**src/rtl/conv_param_mem.sv**
```systemverilog
// Parameter store for the 1D convolution datapath: three weight banks plus a bias bank,
// with a manual config port and a per-filter stream toward the multipliers and bias adder.
module conv_param_mem #(
    parameter  int BW          = 8,
    parameter  int BIAS_BW     = 32,
    parameter  int FRAME_LEN   = 50,
    parameter  int COLUMN_LEN  = 13,
    parameter  int NUM_FILTERS = 8,
    localparam int VECTOR_BW   = COLUMN_LEN * BW,
    localparam int ADDR_BW     = $clog2(NUM_FILTERS),
    localparam int BANK_BW     = 2
) (
    input  logic                 clk_i,
    input  logic                 rst_n_i,
    input  logic                 cycle_en_i,
    input  logic                 rd_en_i,
    input  logic                 wr_en_i,
    input  logic [BANK_BW-1:0]   rd_wr_bank_i,
    input  logic [ADDR_BW-1:0]   rd_wr_addr_i,
    input  logic [VECTOR_BW-1:0] wr_data_i,
    output logic [VECTOR_BW-1:0] rd_data_o,
    output logic [VECTOR_BW-1:0] data0_o,
    output logic [VECTOR_BW-1:0] data1_o,
    output logic [VECTOR_BW-1:0] data2_o,
    output logic [BIAS_BW-1:0]   bias_o,
    output logic                 valid_o,
    output logic                 last_o,
    input  logic                 ready_i
);

    localparam int POS_BW = $clog2(FRAME_LEN);
    localparam logic [ADDR_BW-1:0] LAST_FILT = ADDR_BW'(NUM_FILTERS - 1);
    localparam logic [POS_BW-1:0]  LAST_POS  = POS_BW'(FRAME_LEN - 1);

    typedef enum logic [BANK_BW-1:0] {
        BANK_W0   = 2'd0,
        BANK_W1   = 2'd1,
        BANK_W2   = 2'd2,
        BANK_BIAS = 2'd3
    } bank_e;

    logic [VECTOR_BW-1:0] w0_mem   [NUM_FILTERS];
    logic [VECTOR_BW-1:0] w1_mem   [NUM_FILTERS];
    logic [VECTOR_BW-1:0] w2_mem   [NUM_FILTERS];
    logic [BIAS_BW-1:0]   bias_mem [NUM_FILTERS];

    logic                 addr_ok;
    logic [VECTOR_BW-1:0] rd_word;
    logic [VECTOR_BW-1:0] rd_data_q;

    logic [ADDR_BW-1:0]   filt_q, filt_d;
    logic [POS_BW-1:0]    pos_q, pos_d;
    logic                 advance;
    logic [VECTOR_BW-1:0] data0_q, data1_q, data2_q;
    logic [BIAS_BW-1:0]   bias_q;
    logic                 valid_q, last_q;

    // A power-of-two bank depth makes every address legal; otherwise range-check it.
    if (NUM_FILTERS == (1 << ADDR_BW)) begin : g_addr_full
        assign addr_ok = 1'b1;
    end else begin : g_addr_part
        assign addr_ok = (int'(rd_wr_addr_i) < NUM_FILTERS);
    end

    // NOTE: storage has no reset branch so it maps onto plain RAM/flop arrays;
    // contents stay undefined until the config port writes them.
    always_ff @(posedge clk_i) begin
        if (wr_en_i && addr_ok) begin
            case (bank_e'(rd_wr_bank_i))
                BANK_W0:   w0_mem[rd_wr_addr_i]   <= wr_data_i;
                BANK_W1:   w1_mem[rd_wr_addr_i]   <= wr_data_i;
                BANK_W2:   w2_mem[rd_wr_addr_i]   <= wr_data_i;
                BANK_BIAS: bias_mem[rd_wr_addr_i] <= wr_data_i[BIAS_BW-1:0];
                default:   ;
            endcase
        end
    end

    // NOTE: every signal driven here gets a default first so no latch is inferred.
    always_comb begin
        rd_word = '0;
        if (addr_ok) begin
            case (bank_e'(rd_wr_bank_i))
                BANK_W0:   rd_word = w0_mem[rd_wr_addr_i];
                BANK_W1:   rd_word = w1_mem[rd_wr_addr_i];
                BANK_W2:   rd_word = w2_mem[rd_wr_addr_i];
                BANK_BIAS: rd_word = VECTOR_BW'(bias_mem[rd_wr_addr_i]);
                default:   rd_word = '0;
            endcase
        end
    end

    // NOTE: non-blocking assignments make a same-cycle read see the pre-write contents.
    always_ff @(posedge clk_i or negedge rst_n_i) begin
        if (!rst_n_i) begin
            rd_data_q <= '0;
        end else if (rd_en_i) begin
            rd_data_q <= rd_word;
        end
    end

    // A beat is taken when requested and the output stage is empty or being drained.
    assign advance = cycle_en_i && (!valid_q || ready_i);

    always_comb begin
        filt_d = filt_q;
        pos_d  = pos_q;
        if (advance) begin
            if (filt_q == LAST_FILT) begin
                filt_d = '0;
                pos_d  = (pos_q == LAST_POS) ? '0 : pos_q + 1'b1;
            end else begin
                filt_d = filt_q + 1'b1;
            end
        end
    end

    always_ff @(posedge clk_i or negedge rst_n_i) begin
        if (!rst_n_i) begin
            filt_q  <= '0;
            pos_q   <= '0;
            data0_q <= '0;
            data1_q <= '0;
            data2_q <= '0;
            bias_q  <= '0;
            valid_q <= 1'b0;
            last_q  <= 1'b0;
        end else begin
            filt_q <= filt_d;
            pos_q  <= pos_d;
            if (advance) begin
                data0_q <= w0_mem[filt_q];
                data1_q <= w1_mem[filt_q];
                data2_q <= w2_mem[filt_q];
                bias_q  <= bias_mem[filt_q];
                valid_q <= 1'b1;
                last_q  <= (filt_q == LAST_FILT) && (pos_q == LAST_POS);
            end else if (!valid_q || ready_i) begin
                valid_q <= 1'b0;
                last_q  <= 1'b0;
            end
        end
    end

    assign rd_data_o = rd_data_q;
    assign data0_o   = data0_q;
    assign data1_o   = data1_q;
    assign data2_o   = data2_q;
    assign bias_o    = bias_q;
    assign valid_o   = valid_q;
    assign last_o    = last_q;

endmodule

```
**config.mk**
```make
export PLATFORM = sky130hd
export DESIGN_NAME = conv_param_mem
export DESIGN_NICKNAME = d
export VERILOG_FILES = /design/src/rtl/conv_param_mem.sv
export SDC_FILE = /design/constraint.sdc
export NUM_CORES = 2
export LEC_CHECK = 0
export ABC_CLOCK_PERIOD_IN_PS = 2390
export BUFFER_PORTS_ARGS = -buffer_cell sky130_fd_sc_hd__buf_2
export CELL_PAD_IN_SITES_DETAIL_PLACEMENT = 1
export CELL_PAD_IN_SITES_GLOBAL_PLACEMENT = 1
export CORE_UTILIZATION = 35
export DETAILED_ROUTE_END_ITERATION = 7
export GPL_ROUTABILITY_DRIVEN = 0
export HOLD_SLACK_MARGIN = 0.1
export PLACE_DENSITY_LB_ADDON = 0.1
export SETUP_SLACK_MARGIN = 0.3
export SYNTH_ARGS = -nofsm -noshare
export SYNTH_HDL_FRONTEND = slang
export SYNTH_SLANG_ARGS = --single-unit
```
**constraint.sdc**
```tcl
create_clock -name clk_i -period 2.39 [get_ports clk_i]
set_input_delay 0.1195 -clock clk_i [delete_from_list [all_inputs] [get_ports clk_i]]
set_output_delay 0.1195 -clock clk_i [all_outputs]
set_load 0.005 [all_outputs]
```
==> reports/metrics.yaml <==
slew-limit-headroom: 0.251
dr.pass1.iters: 6
final_area_sq_um: 180000
r2r-start: "filt_q[0]"
tightest_slew_ns: 1.12
cp.arrival_ns: 3.15
p_sw_uw: 55300
dieHeight_um: 638
area_growth_pct: 27.4
ant_nets: 0
power.density_nw_per_um2: 995
setup_tns_ns: 0
reg2reg_to: "data0_o[61]"
grt.total_usage: 0.299
ir_worst_vdd_mv: 0.607
grt_pass1_wl_mm: 842
final_nets: 9985
gr-total-overflow: 0
skew_ns: 0.0643
p_int_uw: 124000
dieArea_sq_um: 407000
status: "completed"
reg2reg_slack_ns: 0.08
insertion_delay_ns: 1.00
drtIter0Drc: 11900
crit_fanout: 8
synth_top_area_frac: 0.584
fin_crit_sh: 0.967
min_period_ns: 2.31
required_ns: 3.23
yosys.area.top_type: "edfxtp_1"
ys_seq_elements: 3211
min_to: "pos_q[5]"
placed_area_sq_um: 161000
hold_path_class: "in -> reg"
place_ws_ns: -0.357
setup_violations: 0
p_clk_frac: 0.335
reg2reg_depth: 9
rsz0062_at_grt: "yes"
syn_inst: 8185
cts_max_level: 5
hold_path.startpoint: "cycle_en_i"
die_w_um: 638
hold_depth: 4
switching_share: 0.308
hold_viol_final: 0
antenna_found_initial: 68
drt-wirelength-per-cell_um: 40.2
core.rowCount: 233
synth_nets: 8304
p_seq_frac: 0.375
grt_pass1_vias: 95800
cts.clk_slew.worst_paths_ns: 0.06
combPwrFrac: 0.290
fmax_ghz: 0.433
via_per_inst: 6.10
ys_types: 75
wirelength_mm: 629
synth_area_leaders: "edfxtp_1 (58%), mux4_2 (14%), dfrtp_1 (8.1%)"
whs_ns: 0.133
synth_area_sq_um: 142000
cts-root-buf: "clkbuf_16"
route.detailed.drc: 0
ys.flop_type: "edfxtp_1"
cts_tree: "done"
slew_violations: 0
met3_length_mm: 48.5
ys_warn_count: 0
coreArea_sq_um: 403000
critical_path_class: "reg -> reg"
worst_slack_ns: 0.0786
final_layout_size_suffix_gt1_frac: 0.367
synthArstFlopShare: 0.143
io_pins: 565
portBuffers: 564
clk_path_buf_depth: 4
cts.sinks: 3211
cp-start-kind: "register"
wl_met1_mm: 267
yosysSeqAreaShare: 0.665
cts_made_buffers: 371
avgSynthCellArea_sq_um: 17.3
start_util: 0.352
cp-end-kind: "register"
dp.final_hpwl_mm: 410
met2_length_mm: 291
route.vias.total: 95300
p_leak_uw: 0.0631
cap_violations: 0
synth_edf_count: 2752
grt_max_degree: 91
highest_layer: "met5"
[worst max-delay path, stage by stage (launching register included)]
cell and delay (ns):
dfrtp_4 0.52, buf_4 0.16, buf_12 0.12, buf_16 0.16
buf_12 0.13, buf_16 0.14, mux4_2 0.41, mux2i_1 0.23
buf_4 0.23, o21ai_1 0.07
[synthesized netlist by cell type, types with 6 or more instances]
| cell | count |
|---|---|
| a31oi_1 | 54 |
| o22ai_1 | 85 |
| o21ai_0 | 479 |
| a211o_1 | 8 |
| nand2b_1 | 10 |
| mux2i_1 | 826 |
| nor2b_1 | 18 |
| edfxtp_1 | 2752 |
| o2bb2ai_1 | 42 |
| a221o_1 | 43 |
| a21oi_1 | 195 |
| inv_1 | 14 |
| clkbuf_1 | 263 |
| o221ai_1 | 69 |
| nand3_1 | 24 |
| a221oi_1 | 223 |
| a222oi_1 | 6 |
| buf_1 | 46 |
| dfrtp_1 | 459 |
| a22o_1 | 30 |
| o22a_1 | 36 |
| and3_1 | 6 |
| buf_2 | 214 |
| a22oi_1 | 215 |
| nand2_1 | 557 |
| o31ai_1 | 8 |
| mux4_2 | 850 |
| nor2_1 | 165 |
| a41o_1 | 7 |
| o211ai_1 | 11 |
| a211oi_1 | 16 |
| nor3_1 | 11 |
| or2_2 | 6 |
| mux2_2 | 178 |
| a32o_1 | 25 |
| buf_4 | 83 |
| and2_1 | 10 |
| buf_6 | 58 |
[logic make-up (layout without fill, tap and decap cells)]
group	count (synthesis)	in the layout	share of synthesized area
AO/OA/AOI/OAI	1611	1611	0.0777
flip-flops	3211	3211	0.665
adder cells (fa/ha/maj)	4	4	0.000354
multiplexers	1854	1854	0.208
buffers and inverters	683	2686	0.0256
other	0	26	0
AND/OR/NAND/NOR	822	822	0.0236
[per-stage QoR]
step,cells,total power (uW),utilization
finish,15600,179000,0.448
detailed placement,14600,112000,0.400
floorplan,8185,87700,-
CTS,15500,177000,0.442
global route,15600,185000,0.448
global placement,14600,112000,0.400
[area by class of cell]
cell class | count | area [sq um]
fillers | 38400 | 222000
flip-flops and latches | 3211 | 94100
multi-input cells | 4291 | 45700
repair buffers | 1975 | 20800
clock buffers | 500 | 10300
well taps | 5405 | 6760
clock inverters | 195 | 2460
inverters | 16 | 82.6
diodes | 26 | 65.1
[registers in the layout (all words and copies together), names as in the netlist]
name,flops
pos_q,6
rd_data_o,104
w1_mem,832
w2_mem,832
w0_mem,832
last_o,1
bias_o,32
filt_q,3
data2_o,104
bias_mem,256
valid_o,1
data0_o,104
data1_o,104
[timing repair]
action | in CTS | in global routing
pin swaps | 0 | 4
hold endpoints to repair | 4015 | 1
resized for setup | 242 | 359
setup endpoints to repair | 255 | 359
hold buffers | 137 | 1
setup buffers | 79 | 57
cloned | 26 | 30
[worst max path at each step]
stage / start / end / slack (ns) / cells past startpoint
after global placement: rd_wr_addr_i[1] / rd_data_o[46] / -0.45 / 8
final: filt_q[0] / data0_o[61] / 0.08 / 9
after CTS: filt_q[0] / bias_o[27] / 0.13 / 7
after detailed placement: rd_wr_addr_i[1] / rd_data_o[46] / -0.36 / 8
after floorplan: rd_wr_addr_i[2] / w1_mem[1][0] / -1.61 / 8
after global routing: filt_q[0] / data0_o[36] / 0.09 / 9
[power by group through the flow]
stage               combinational (uW)  sequential (uW)  clock (uW)
floorplan                        20300            67400           0
global placement                 43300            68400           0
detailed placement               43600            68500           0
CTS                              48400            67400       61000
global route                     54000            67700       62800
finish                           52000            67400       60100
[metal layers]
layer | track usage | vias to the layer above
met3 | 0.0518 | 900
met4 | 0.0917 | 16
met5 | 0 | -
met2 | 0.474 | 4849
met1 | 0.421 | 52200
li1 | - | 37300
[placed cells by master (no fill, tap or decap), types with 36 or more instances in the layout]
cell           count
edfxtp_1        2752
clkinv_2          72
o221ai_1          68
o21ai_1           69
a21oi_1          195
bufinv_16         43
a221o_1           43
mux4_2           850
clkbuf_1          76
buf_4            712
buf_16            57
dlygate4sd3_1    133
buf_12           396
clkbuf_8          50
o21ai_0          354
a22oi_1          215
o2bb2ai_1         42
o21ai_2           61
a31oi_1           54
buf_2            557
o22a_1            36
mux2i_4           73
dfrtp_1          456
mux2_2           178
nor2_1           137
o22ai_1           85
clkbuf_16        404
mux2i_2           64
a221oi_1         221
buf_6             64
nand2_1          552
mux2i_1          689
(Power assumes the default switching activity.)
